## config.mk

```make
export PLATFORM = sky130hd
export DESIGN_NAME = bsg_nonsynth_axi_mem_trace_replay
export DESIGN_NICKNAME = d
export VERILOG_FILES = /design/src/rtl/bsg_nonsynth_axi_mem_trace_replay.sv
export SDC_FILE = /design/constraint.sdc
export NUM_CORES = 1
export LEC_CHECK = 0
export CELL_PAD_IN_SITES_DETAIL_PLACEMENT = 0
export CELL_PAD_IN_SITES_GLOBAL_PLACEMENT = 1
export CORE_UTILIZATION = 27
export DETAILED_ROUTE_END_ITERATION = 6
export HOLD_SLACK_MARGIN = 0.12
export PLACE_DENSITY = 0.79
export SYNTH_ARGS = -nofsm -noshare
export SYNTH_HDL_FRONTEND = slang
export SYNTH_SLANG_ARGS = --single-unit
export TNS_END_PERCENT = 1
```

## constraint.sdc

```tcl
create_clock -name clk_i -period 4.6 [get_ports clk_i]
set_input_delay 0.69 -clock clk_i [delete_from_list [all_inputs] [get_ports clk_i]]
set_output_delay 0.69 -clock clk_i [all_outputs]
set_load 0.01 [all_outputs]
```

## src/rtl/bsg_nonsynth_axi_mem_trace_replay.sv

```systemverilog
// Replays WR/RD trace entries as single-beat AXI4 transactions, one outstanding at a time.
// Read data is compared against the expected word under a byte mask; status and counters are sticky.
module bsg_nonsynth_axi_mem_trace_replay #(
  parameter int axi_addr_width_p = 64,
  parameter int axi_data_width_p = 64,
  parameter int mem_els_p = 64,
  parameter int cnt_width_p = 32,
  localparam int lg_mem_els_lp = (mem_els_p > 1) ? $clog2(mem_els_p) : 1,
  localparam int axi_strb_width_lp = axi_data_width_p >> 3,
  localparam int lg_strb_lp = (axi_strb_width_lp > 1) ? $clog2(axi_strb_width_lp) : 0
) (
  input  logic                         clk_i,
  input  logic                         reset_i,

  input  logic                         tr_v_i,
  output logic                         tr_yumi_o,
  input  logic                         tr_wr_i,
  input  logic                         tr_last_i,
  input  logic [lg_mem_els_lp-1:0]     tr_idx_i,
  input  logic [axi_data_width_p-1:0]  tr_data_i,
  input  logic [axi_strb_width_lp-1:0] tr_strb_i,

  output logic [axi_addr_width_p-1:0]  m_axi_awaddr_o,
  output logic                         m_axi_awvalid_o,
  input  logic                         m_axi_awready_i,

  output logic [axi_data_width_p-1:0]  m_axi_wdata_o,
  output logic [axi_strb_width_lp-1:0] m_axi_wstrb_o,
  output logic                         m_axi_wlast_o,
  output logic                         m_axi_wvalid_o,
  input  logic                         m_axi_wready_i,

  input  logic [1:0]                   m_axi_bresp_i,
  input  logic                         m_axi_bvalid_i,
  output logic                         m_axi_bready_o,

  output logic [axi_addr_width_p-1:0]  m_axi_araddr_o,
  output logic                         m_axi_arvalid_o,
  input  logic                         m_axi_arready_i,

  input  logic [axi_data_width_p-1:0]  m_axi_rdata_i,
  input  logic [1:0]                   m_axi_rresp_i,
  input  logic                         m_axi_rlast_i,
  input  logic                         m_axi_rvalid_i,
  output logic                         m_axi_rready_o,

  output logic                         done_o,
  output logic                         error_o,
  output logic [cnt_width_p-1:0]       mismatch_cnt_o,
  output logic [cnt_width_p-1:0]       op_cnt_o
);

  typedef enum logic [2:0] {IDLE, WR_REQ, WR_RESP, RD_REQ, RD_RESP, DONE} state_e;

  state_e                        state_r;
  logic                          last_r, aw_sent_r, w_sent_r, error_r;
  logic [axi_addr_width_p-1:0]   addr_r;
  logic [axi_data_width_p-1:0]   data_r, mask;
  logic [axi_strb_width_lp-1:0]  strb_r;
  logic [cnt_width_p-1:0]        op_cnt_r, mismatch_cnt_r;
  logic [axi_addr_width_p-1:0]   tr_addr;
  logic                          aw_done, w_done, b_fire, r_fire, resp_err, mismatch;

  assign tr_addr = axi_addr_width_p'(tr_idx_i) << lg_strb_lp;

  assign tr_yumi_o       = (state_r == IDLE) & tr_v_i & ~reset_i;
  assign m_axi_awvalid_o = (state_r == WR_REQ) & ~aw_sent_r;
  assign m_axi_wvalid_o  = (state_r == WR_REQ) & ~w_sent_r;
  assign m_axi_bready_o  = (state_r == WR_RESP);
  assign m_axi_arvalid_o = (state_r == RD_REQ);
  assign m_axi_rready_o  = (state_r == RD_RESP);
  assign m_axi_wlast_o   = 1'b1;
  assign m_axi_awaddr_o  = addr_r;
  assign m_axi_araddr_o  = addr_r;
  assign m_axi_wdata_o   = data_r;
  assign m_axi_wstrb_o   = strb_r;
  assign done_o          = (state_r == DONE);
  assign error_o         = error_r;
  assign op_cnt_o        = op_cnt_r;
  assign mismatch_cnt_o  = mismatch_cnt_r;

  // AW and W complete independently; a flag remembers a handshake that landed early.
  assign aw_done = aw_sent_r | (m_axi_awvalid_o & m_axi_awready_i);
  assign w_done  = w_sent_r  | (m_axi_wvalid_o  & m_axi_wready_i);

  assign b_fire   = m_axi_bready_o & m_axi_bvalid_i;
  assign r_fire   = m_axi_rready_o & m_axi_rvalid_i;
  assign resp_err = (b_fire & (m_axi_bresp_i != 2'b00))
                  | (r_fire & ((m_axi_rresp_i != 2'b00) | ~m_axi_rlast_i));

  always_comb begin
    mask = '0;
    for (int i = 0; i < axi_strb_width_lp; i++) begin
      mask[i*8 +: 8] = {8{strb_r[i]}};
    end
  end

  assign mismatch = |((m_axi_rdata_i ^ data_r) & mask);

  always_ff @(posedge clk_i or posedge reset_i) begin
    if (reset_i) begin
      state_r        <= IDLE;
      last_r         <= 1'b0;
      aw_sent_r      <= 1'b0;
      w_sent_r       <= 1'b0;
      error_r        <= 1'b0;
      addr_r         <= '0;
      data_r         <= '0;
      strb_r         <= '0;
      op_cnt_r       <= '0;
      mismatch_cnt_r <= '0;
    end else begin
      case (state_r)
        IDLE: begin
          if (tr_v_i) begin
            last_r  <= tr_last_i;
            addr_r  <= tr_addr;
            data_r  <= tr_data_i;
            strb_r  <= tr_strb_i;
            state_r <= tr_wr_i ? WR_REQ : RD_REQ;
          end
        end
        WR_REQ: begin
          if (aw_done && w_done) begin
            state_r   <= WR_RESP;
            aw_sent_r <= 1'b0;
            w_sent_r  <= 1'b0;
          end else begin
            aw_sent_r <= aw_done;
            w_sent_r  <= w_done;
          end
        end
        RD_REQ: begin
          if (m_axi_arready_i) state_r <= RD_RESP;
        end
        WR_RESP, RD_RESP: begin
          if (b_fire || r_fire) begin
            if (resp_err) error_r <= 1'b1;
            if (op_cnt_r != '1) op_cnt_r <= op_cnt_r + cnt_width_p'(1);
            if (r_fire && mismatch && (mismatch_cnt_r != '1))
              mismatch_cnt_r <= mismatch_cnt_r + cnt_width_p'(1);
            state_r <= last_r ? DONE : IDLE;
          end
        end
        default: begin
        end
      endcase
    end
  end

endmodule

```

==> results of run 1 <==
## power breakdown
part | leakage [uW] | internal, uW | switching [uW]
Sequential | 0.00186 | 1730 | 478
Combinational | 0.00282 | 1510 | 984
Clock | 0.000256 | 760 | 600
## routing by layer
layer	GRT usage, %	vias up	share of wire, %
li1	-	2901	-
met1	19.0	2989	42
met2	24.6	264	48
met3	4.57	21	8.1
met4	5.33	0	1.6
met5	0	-	0
## kinds of logic (layout without fill, tap and decap cells)
kind of cell,after synthesis,in the layout,share of synthesized area [%]
other,2,117,0.0923
xor gates and xnor gates,126,126,13.6
and+or+nand+nor,195,195,13.7
AOI/OAI and AO/OA,28,28,2.12
adders and majority gates,2,2,0.307
DFF,149,149,45.8
buffers and inverters,155,356,13.1
muxes,81,81,11.3
## cell type report
class | count | area [sq um]
Clock buffer | 21 | 450
Timing Repair Buffer | 316 | 3170
Fill cell | 2977 | 17900
Multi-Input combinational cell | 549 | 3780
Clock inverter | 11 | 104
Tap cell | 390 | 488
Sequential cell | 149 | 3730
Inverter | 8 | 33.8
## registers in the layout, summed over array words and instances, names as in the netlist, 3 cells and up
name,count
m_axi_wdata_o,64
mismatch_cnt_o,32
op_cnt_o,32
m_axi_wstrb_o,8
m_axi_araddr_o,6
state_r,3
## metrics by stage
step | hold slack, ns | setup WS, ns | total power [uW] | cell area (sq um) | cells
after floorplan | 0.500 | 0.595 | 3490 | 8570 | 853
after global placement | 0.485 | 0.736 | 4730 | 11200 | 1412
after detailed placement | 0.493 | 0.791 | 4760 | 11200 | 1412
after CTS | 0.503 | 1.22 | 6160 | 11800 | 1444
after global routing | 0.520 | 1.07 | 6410 | 11800 | 1444
final | 0.496 | 1.29 | 6060 | 11800 | 1444
## placed cells by master (no fill, tap or decap), types with 2 or more instances in the layout
cell type | Yosys | final
sky130_fd_sc_hd__a21oi_1 | 7 | 7
sky130_fd_sc_hd__and2_1 | 4 | 4
sky130_fd_sc_hd__and3_1 | 11 | 10
sky130_fd_sc_hd__and3_4 | 1 | 2
sky130_fd_sc_hd__and4_1 | 4 | 4
sky130_fd_sc_hd__and4_4 | 3 | 3
sky130_fd_sc_hd__buf_4 | 123 | 3
sky130_fd_sc_hd__clkbuf_1 | 14 | 3
sky130_fd_sc_hd__clkbuf_16 | 0 | 17
sky130_fd_sc_hd__clkdlybuf4s50_1 | 0 | 312
sky130_fd_sc_hd__clkinv_2 | 0 | 2
sky130_fd_sc_hd__clkinv_4 | 0 | 2
sky130_fd_sc_hd__clkinvlp_4 | 0 | 6
sky130_fd_sc_hd__conb_1 | 2 | 117
sky130_fd_sc_hd__dfrtp_1 | 149 | 149
sky130_fd_sc_hd__ha_1 | 2 | 2
sky130_fd_sc_hd__inv_1 | 8 | 7
sky130_fd_sc_hd__mux2_2 | 80 | 80
sky130_fd_sc_hd__nand2_1 | 24 | 24
sky130_fd_sc_hd__nand3_1 | 27 | 27
sky130_fd_sc_hd__nand3_2 | 3 | 3
sky130_fd_sc_hd__nand4_1 | 34 | 34
sky130_fd_sc_hd__nor2_1 | 23 | 23
sky130_fd_sc_hd__nor2_2 | 2 | 2
sky130_fd_sc_hd__nor2b_1 | 2 | 2
sky130_fd_sc_hd__nor3_1 | 35 | 35
sky130_fd_sc_hd__nor3_2 | 2 | 2
sky130_fd_sc_hd__nor3b_1 | 3 | 3
sky130_fd_sc_hd__nor4_1 | 6 | 6
sky130_fd_sc_hd__nor4_2 | 2 | 2
sky130_fd_sc_hd__o211ai_1 | 2 | 2
sky130_fd_sc_hd__o21ai_0 | 14 | 13
sky130_fd_sc_hd__o31ai_1 | 2 | 2
sky130_fd_sc_hd__xnor2_1 | 80 | 80
sky130_fd_sc_hd__xor2_1 | 46 | 46
## worst paths after layout
| path | startpoint | to | slack, ns | cells past startpoint |
|---|---|---|---|---|
| min in group asynchronous | reset_i | m_axi_wdata_o[45] | 0.87 | 3 |
| setup / recovery | state_r[0] | tr_yumi_o | 1.29 | 4 |
| hold / removal | op_cnt_o[30] | op_cnt_o[30] | 0.50 | 1 |
| max in group asynchronous | reset_i | mismatch_cnt_o[12] | 3.13 | 3 |
| setup reg to reg | m_axi_wdata_o[10] | mismatch_cnt_o[19] | 1.70 | 8 |
| hold reg to reg | op_cnt_o[30] | op_cnt_o[30] | 0.50 | 1 |
==> impl_summary.txt, run 1 <==
----------------------------------------------------
[Floorplanning]
  Chip Width ... between 150 and 200 um
  Number of rows in the core area ... 63
  Die boundary height ... roughly 180 um
  Count of pins on the block boundary ... 430
  Placeable core region ... around 30000 sq um
  Initial Utilization ... a little over a quarter
  Die area ... a little over 30000 sq um

[Global routing]
  Wire length of the first global-routing pass ... ~35000 um
  Pin count of the biggest net entering global routing ... 150
  Number of antenna violations at the first check in global routing ... 1
  Global routing usage summed across all routing layers ... between 10% and 20%
  Residual overflow from global routing ... 0
  Vias in the first global route ... 6143

[Yosys]
  Cell type with the highest aggregate area in the netlist ... sky130_fd_sc_hd__dfrtp_1
  Average footprint of a synthesized cell ... between 10 and 15 sq um
  List of most frequent post-synthesis cells ... 149 x sky130_fd_sc_hd__dfrtp_1, 123 x sky130_fd_sc_hd__buf_4, 80 x sky130_fd_sc_hd__mux2_2, 80 x sky130_fd_sc_hd__xnor2_1, 46 x sky130_fd_sc_hd__xor2_1
  Netlist area before placement ... roughly 8100 sq um
  Number of distinct library cell variants in the gate-level netlist after synthesis ... between 40 and 50
  Number of synthesized flops with an enable pin ... 0
  Most common cell in the netlist ... sky130_fd_sc_hd__dfrtp_1
  Number of warning messages in the yosys log ... 0
  Fraction of registers with async set or reset after synthesis ... 100%
  Area share of the leading cell type in the synthesized netlist ... around 46%
  Synth Instances ... 738
  Sequential-to-total area share from yosys stat ... 45.8%
  Top cells by area, synth ... sky130_fd_sc_hd__dfrtp_1 46%, sky130_fd_sc_hd__buf_4 11%, sky130_fd_sc_hd__mux2_2 11%
  Synthesis-stage register bit count ... 149
  Predominant post-synthesis flop cell ... sky130_fd_sc_hd__dfrtp_1

[Clock network]
  CTS tree ... done
  Count of hold-fix buffers inserted at cts ... 0
  Insertion delay to the later sink of the worst-skew pair ... around 0.43 ns
  Reg clk slew, reported paths ... 0.07 ns
  CTS Root Cell ... sky130_fd_sc_hd__clkbuf_16
  TritonCTS sink count ... approximately 150
  H-Tree Depth ... 4
  Number of buffers on the longest clock path ... 2
  # resized after CTS ... 0
  Total clock buffers created by CTS ... 17
  Post-CTS setup repair buffer count ... 0

[Timing]
  Maximum frequency from static timing analysis ... between 300 and 400 MHz
  Worst clock skew ... ~0.013 ns
  Setup TNS ... 0 ns
  Tightest Pin Transition ... about 0.82 ns
  Worst slew slack as a fraction of its limit ... a little under half
  Minimum clock period after layout ... approximately 3.3 ns
  Unrepaired setup endpoints after global routing ... false
  Number of hold violations in the final report ... 0
  Final clock period utilization by the worst path ... 71.9%
  Setup violation total in the final timing report ... 0
  Final slew viol count ... 0

[Worst setup path]
  Data arrival, critical path ... between 2 and 3 ns
  Path type of the worst setup path ... flip-flop to output pin
  Category of cells accounting for the largest share of critical-path delay ... simple AND/OR/NAND/NOR gates
  Critical path launch point type ... flip-flop
  Crit Path Max Fanout ... 21
  Biggest cell delay along the critical path ... between 0.5 and 0.6 ns
  Cell chain of the critical path ... nor2_1, and3_4, and2_1, clkdlybuf4s50_1
  WP data required ... a little under 4 ns
  Endpoint kind of the worst setup timing path ... output pin
  Cell type of the slowest stage on the worst timing path ... sky130_fd_sc_hd__clkdlybuf4s50_1
  Number of buffers and inverters on the critical path ... 1

[Detailed routing]
  Routed Wire Length ... between 20000 and 25000 um
  Number of nets with antenna violations after routing ... 0
  Mean number of vias per cell ... roughly 4.3
  DR vias ... about 6200
  Detail-routed net length per standard cell ... 16.0 um
  Detailed router's first-iteration violation count ... roughly 270
  First-pass detailed-route iteration total ... 5
  Post-route DRC ... 0

[Flow run]
  Number of maximum-capacitance constraint violations ... 0

[Place]
  RePlAce Congestion ... between 0.7 and 0.8
  Detail Placement HPWL ... between 15000 and 20000 um
  Count of port buffers added during placement ... around 310

[Power and ir drop]
  Total leakage power ... around 0.005 uW
  Power density over the cells ... around 520 nW/um^2
  Peak supply drop ... 0.312 mV

[Final layout]
  Number of nets in the layout ... 1200
  Antenna diodes ... 0
  Layout area overhead ... 44.4%
  End-of-flow core utilization ... 39.7%
  Fraction of layout cells with a size suffix above 1 ... roughly an eighth

[Worst hold path]
  Path class of the lowest-slack min-delay path ... flip-flop to flip-flop

[Outcome]
  Result of the run ... finished clean

----------------------------------------------------
(Power assumes the default switching activity.)
==> run 2, diff against run 1 <==
Clock period 4.6 ns to 2.81 ns, I/O delays scaled along.
==> impl_summary.txt, run 2 (synthesis results as in run 1) <==
----------------------------------------------------
[Outcome]
  Result of the run ... finished clean

[Floorplanning]
  Die area ... ~31000 sq um
  Count of pins on the block boundary ... 430
  Number of rows in the core area ... 63
  Placeable core region ... ~30000 sq um
  Die boundary height ... about 180 um
  Initial Utilization ... about 27%
  Chip Width ... about 180 um

[Final layout]
  Most frequent standard cell in the layout excluding fill and tap cells ... sky130_fd_sc_hd__clkdlybuf4s50_1
  Fraction of layout cells with a size suffix above 1 ... 14.0%
  Flip-flop count of the largest register, all copies and words added ... 64
  Number of nets in the layout ... between 1000 and 1500
  Antenna diodes ... 0
  Final Non-Filler Cells ... about 1500
  Layout area overhead ... 45.7%
  Commonest cells after routing, fill and taps aside ... 312 x sky130_fd_sc_hd__clkdlybuf4s50_1, 149 x sky130_fd_sc_hd__dfrtp_1, 117 x sky130_fd_sc_hd__conb_1

[Worst setup path]
  Cell chain of the critical path ... inv_1, and3_4, and2_1, clkdlybuf4s50_1
  Category of cells accounting for the largest share of critical-path delay ... buffers and inverters
  Number of buffers and inverters on the critical path ... 2
  Crit Path Max Fanout ... 11
  Cell type of the slowest stage on the worst timing path ... sky130_fd_sc_hd__clkdlybuf4s50_1
  Path type of the worst setup path ... flip-flop to output pin
  Endpoint kind of the worst setup timing path ... output pin
  Number of cells on the worst reg-to-reg path ... 9
  Worst reg2reg path startpoint ... m_axi_wdata_o[12]
  Reg2reg end ... mismatch_cnt_o[19]
  Biggest cell delay along the critical path ... between 0.6 and 0.7 ns
  Internal reg-to-reg setup slack ... between 0.5 and 0.6 ns
  Data arrival, critical path ... around 2.2 ns
  WP data required ... roughly 2.4 ns
  Critical path launch point type ... flip-flop

[Power and ir drop]
  Peak supply drop ... slightly above 0.5 mV
  Total leakage power ... ~0.0050 uW
  Power density over the cells ... roughly 840 nW/um^2
  Design Power ... approximately 10000 uW

[Global routing]
  Number of antenna violations at the first check in global routing ... 0
  Residual overflow from global routing ... 0
  Vias in the first global route ... about 6200
  Pin count of the biggest net entering global routing ... 150
  Wire length of the first global-routing pass ... ~36000 um
  Global routing usage summed across all routing layers ... 15.2%

[Detailed routing]
  Mean number of vias per cell ... 4.27
  Number of nets with antenna violations after routing ... 0
  Detail-routed net length per standard cell ... around 16 um
  Post-route DRC ... 0
  Routed Wire Length ... between 20000 and 25000 um
  DR vias ... slightly above 6000
  First-pass detailed-route iteration total ... 4
  Detailed router's first-iteration violation count ... roughly 230

[Clock network]
  CTS tree ... done
  H-Tree Depth ... 4
  Reg clk slew, reported paths ... around 0.07 ns
  Number of buffers on the longest clock path ... 2
  Total clock buffers created by CTS ... 17
  Post-CTS setup repair buffer count ... 0
  Insertion delay to the later sink of the worst-skew pair ... 0.43 ns
  CTS Root Cell ... sky130_fd_sc_hd__clkbuf_16
  TritonCTS sink count ... ~150

[Timing]
  Final slew viol count ... 0
  Maximum frequency from static timing analysis ... around 380 MHz
  Unrepaired setup endpoints after global routing ... false
  Worst clock skew ... ~0.016 ns
  Final clock period utilization by the worst path ... about 93%
  Setup violation total in the final timing report ... 0
  Tightest Pin Transition ... about 0.95 ns
  Minimum clock period after layout ... between 2 and 3 ns
  Min Hold Slack ... around 0.50 ns
  Setup TNS ... 0 ns
  Number of hold violations in the final report ... 0
  Worst slew slack as a fraction of its limit ... 36.6%

[Place]
  Count of port buffers added during placement ... 312
  RePlAce Congestion ... around 0.84
  Placed instance count ... 1424
  Detail Placement HPWL ... between 15000 and 20000 um

[Flow run]
  Number of maximum-capacitance constraint violations ... 0

[Worst hold path]
  Beginning of the worst hold path ... op_cnt_o[30]
  Number of cells on the worst hold path ... 1
  Path class of the lowest-slack min-delay path ... flip-flop to flip-flop
  Endpoint with the worst hold slack ... op_cnt_o[30]

----------------------------------------------------
[run 2: how the worst max path moves through the flow]
stage / startpoint / endpoint / slack, ns / depth (start not counted)
2_1_floorplan: reset_i / tr_yumi_o / -0.66 / 2
3_3_place_gp: m_axi_rdata_i[58] / mismatch_cnt_o[1] / 0.08 / 10
3_5_place_dp: m_axi_rdata_i[61] / mismatch_cnt_o[1] / 0.11 / 10
4_1_cts: state_r[1] / tr_yumi_o / 0.10 / 4
5_1_grt: state_r[2] / tr_yumi_o / 0.03 / 4
6_report: state_r[2] / tr_yumi_o / 0.19 / 4
[run 2: worst reg2reg max path: stages (launching register included)]
cell and delay, ns:
sky130_fd_sc_hd__dfrtp_1 0.42, sky130_fd_sc_hd__xnor2_1 0.24, sky130_fd_sc_hd__nand4_1 0.11, sky130_fd_sc_hd__o21ai_0 0.41, sky130_fd_sc_hd__nand4_1 0.19, sky130_fd_sc_hd__o21ai_2 0.22
sky130_fd_sc_hd__buf_12 0.18, sky130_fd_sc_hd__buf_12 0.14, sky130_fd_sc_hd__nor4b_1 0.06, sky130_fd_sc_hd__xor2_1 0.15
[run 2: cell type report]
cell class | instances | area [sq um]
Clock buffer | 20 | 447
Clock inverter | 12 | 82.6
Fill cell | 2949 | 17800
Inverter | 8 | 33.8
Multi-Input combinational cell | 549 | 3780
Sequential cell | 149 | 3730
Tap cell | 390 | 488
Timing Repair Buffer | 328 | 3290
[run 2: routing by layer]
metal / part of all wire, % / vias up / global-route usage, % / wire (um)
li1: - / 2933 / - / -
met1: 43 / 3032 / 18.7 / 9940
met2: 49 / 236 / 25.2 / 11400
met3: 6.9 / 21 / 4.31 / 1600
met4: 1.5 / 0 / 5.29 / 350
met5: 0 / - / 0 / 0
[run 2: repair_timing]
action | in CTS | in global routing
hold buffers | 0 | 0
endpoints found under the setup margin | 0 | 1
resized for setup | 0 | 1
[run 2: power breakdown]
group          internal, uW  leakage [uW]  switching [uW]
logic                  2540       0.00290            1670
clock network          1150      0.000244             992
registers              2830       0.00186             767
[run 2: stage by stage]
| stage | setup WS (ns) | area [sq um] | util, % |
|---|---|---|---|
| 5_1_grt | 0.0273 | 11900 | 40.0 |
| 3_5_place_dp | 0.114 | 11300 | 38.2 |
| 4_1_cts | 0.101 | 11900 | 40.0 |
| 3_3_place_gp | 0.0849 | 11300 | 38.2 |
| 6_report | 0.191 | 11900 | 40.0 |
| 2_1_floorplan | -0.658 | 8570 | - |
==> run 3, diff against run 2 <==
Settings changed: GPL_TIMING_DRIVEN set to 0.
==> impl_summary.txt, run 3 (synthesis results as in run 1) <==
----------------------------------------------------
[Clock network]
  CTS tree ... done
  Number of buffers on the longest clock path ... 2
  CTS Root Cell ... sky130_fd_sc_hd__clkbuf_16
  H-Tree Depth ... 4
  Count of hold-fix buffers inserted at cts ... 0
  Reg clk slew, reported paths ... roughly 0.070 ns
  TritonCTS sink count ... between 100 and 150
  Total clock buffers created by CTS ... 17
  Insertion delay to the later sink of the worst-skew pair ... between 0.4 and 0.5 ns

[Place]
  Detail Placement HPWL ... 19600 um
  Placed instance count ... between 1500 and 2000
  RePlAce Congestion ... around 0.84
  Count of port buffers added during placement ... between 300 and 400

[Timing]
  Minimum clock period after layout ... ~2.6 ns
  Worst clock skew ... roughly 0.012 ns
  Min Hold Slack ... 0.267 ns
  Maximum frequency from static timing analysis ... approximately 380 MHz
  Unrepaired setup endpoints after global routing ... false
  Final slew viol count ... 0
  Number of hold violations in the final report ... 0
  Final clock period utilization by the worst path ... between 90% and 100%
  Worst slew slack as a fraction of its limit ... about 54%
  Tightest Pin Transition ... slightly below 0.7 ns
  Setup violation total in the final timing report ... 0
  Setup TNS ... 0 ns

[Power and ir drop]
  Sw Ratio ... 32.9%
  Peak supply drop ... 0.462 mV
  Switching power ... around 3500 uW
  Internal power component ... approximately 7100 uW
  Sequential group share of total power ... roughly 34%
  Power density over the cells ... just over 800 nW/um^2
  Relative contribution of the clock network to total power ... a little under a quarter
  Combinational power share ... a little over two fifths
  Total leakage power ... roughly 0.0058 uW

[Worst setup path]
  Cell chain of the critical path ... clkdlybuf4s50_1, xnor2_1, nand4_1, o21ai_0, nand4_1, o21ai_1, buf_2, nor2_2, mux2_4
  Worst setup path startpoint ... m_axi_rdata_i[10]
  Data arrival, critical path ... 2.91 ns
  Endpoint kind of the worst setup timing path ... flip-flop
  Biggest cell delay along the critical path ... 0.48 ns
  WP data required ... around 3.1 ns
  Path type of the worst setup path ... primary input to flip-flop
  Critical path launch point type ... primary input
  Crit-path most repeated cell ... sky130_fd_sc_hd__nand4_1
  Cell type of the slowest stage on the worst timing path ... sky130_fd_sc_hd__clkdlybuf4s50_1
  Crit Path Max Fanout ... 10
  Worst reg2reg path startpoint ... m_axi_wdata_o[13]

[Detailed routing]
  First-pass detailed-route iteration total ... 5
  Post-route DRC ... 0
  Detailed router's first-iteration violation count ... roughly 280
  Mean number of vias per cell ... roughly 4.1
  DR vias ... 6600
  Detail-routed net length per standard cell ... approximately 15 um
  Routed Wire Length ... approximately 25000 um
  Number of nets with antenna violations after routing ... 0

[Global routing]
  Pin count of the biggest net entering global routing ... just over 40
  Number of antenna violations at the first check in global routing ... 1
  Wire length of the first global-routing pass ... around 38000 um
  Vias in the first global route ... around 6400
  Residual overflow from global routing ... 0
  Global routing usage summed across all routing layers ... between 10% and 20%

[Final layout]
  Number of nets in the layout ... around 1400
  Filler Cells Inserted ... 2800
  Antenna diodes ... 0
  Commonest cells after routing, fill and taps aside ... 312 x sky130_fd_sc_hd__clkdlybuf4s50_1, 149 x sky130_fd_sc_hd__dfrtp_1, 127 x sky130_fd_sc_hd__buf_4
  End-of-flow core utilization ... 43.7%
  Layout area overhead ... 59.0%
  Fraction of layout cells with a size suffix above 1 ... ~23%
  Flip-flop count of the largest register, all copies and words added ... 64
  Final Non-Filler Cells ... between 1500 and 2000
  Most frequent standard cell in the layout excluding fill and tap cells ... sky130_fd_sc_hd__clkdlybuf4s50_1

[Worst hold path]
  Path class of the lowest-slack min-delay path ... primary input to async pin

[Floorplanning]
  Number of rows in the core area ... 63
  Count of pins on the block boundary ... between 400 and 500
  Placeable core region ... between 20000 and 30000 sq um
  Chip Width ... ~180 um
  Die boundary height ... between 150 and 200 um
  Initial Utilization ... between 20% and 30%
  Die area ... ~30000 sq um

[Flow run]
  Number of maximum-capacitance constraint violations ... 0

[Outcome]
  Result of the run ... finished clean

----------------------------------------------------
run 3: cell count changes in the layout (fill, tap and decap cells not counted), sizes merged:
cell      delta
buf        +125
bufinv       +4
clkbuf      +12
clkinvlp     -2
inv          -2
run 3: through the flow:
| step | total power [uW] | instance area, sq um | setup slack (ns) |
|---|---|---|---|
| 5_1_grt | 11100 | 12900 | 0.0155 |
| 3_5_place_dp | 8070 | 12300 | -0.669 |
| 2_1_floorplan | 5710 | 8570 | -0.658 |
| 3_3_place_gp | 7980 | 12200 | -2.80 |
| 6_report | 10500 | 12900 | 0.202 |
| 4_1_cts | 10600 | 12900 | 0.0409 |
run 3: path summary, 6_finish.rpt:
path / endpoint / slack, ns / cells after the start
min in group clk_i: mismatch_cnt_o[18] / 0.50 / 1
worst min register to register: mismatch_cnt_o[18] / 0.50 / 1
worst max register to register: mismatch_cnt_o[1] / 0.22 / 8
worst max-delay path: mismatch_cnt_o[1] / 0.20 / 9
worst min-delay path: m_axi_wdata_o[5] / 0.27 / 2
max in group asynchronous: mismatch_cnt_o[26] / 1.53 / 5
run 3: worst max-delay path: cells and delay by family:
kind            cells  cell delay [ns]
compound gates      2             0.83
buf+inv             2             0.82
simple gates        3             0.42
mux                 1             0.30
xor+xnor            1             0.12
run 3: area by class of cell:
type / instances / area [sq um] / area share [%]
multi-input cells: 549 / 3780 / 29.2
plain buffers: 146 / 1040 / 8.07
clock buffers: 19 / 453 / 3.50
clock inverters: 12 / 179 / 1.38
repair buffers: 320 / 3230 / 25.0
well taps: 390 / 488 / 3.77
inverters: 8 / 37.5 / 0.290
flip-flops and latches: 149 / 3730 / 28.8
run 3: timing repair:
| action | in CTS | in global routing |
|---|---|---|
| gates resized for setup | 6 | 1 |
| setup endpoints to repair | 23 | 1 |
| pin swaps | 1 | 0 |
| buffers inserted | 1 | 3 |
run 3: power groups by stage:
stage | combinational [uW] | sequential, uW | clock [uW]
after floorplan | 1980 | 3730 | 0
after detailed placement | 4480 | 3580 | 0
after CTS | 4530 | 3550 | 2560
after global placement | 4430 | 3550 | 0
after global routing | 4810 | 3650 | 2640
final | 4490 | 3540 | 2480
run 3: metal layers:
metal | track usage (%) | wire length, um | vias to the layer above
met5 | 0 | 9 | -
met4 | 5.25 | 442 | 2
met3 | 5.19 | 1720 | 29
met2 | 26.3 | 12000 | 239
met1 | 20.0 | 10600 | 3132
li1 | - | - | 3198
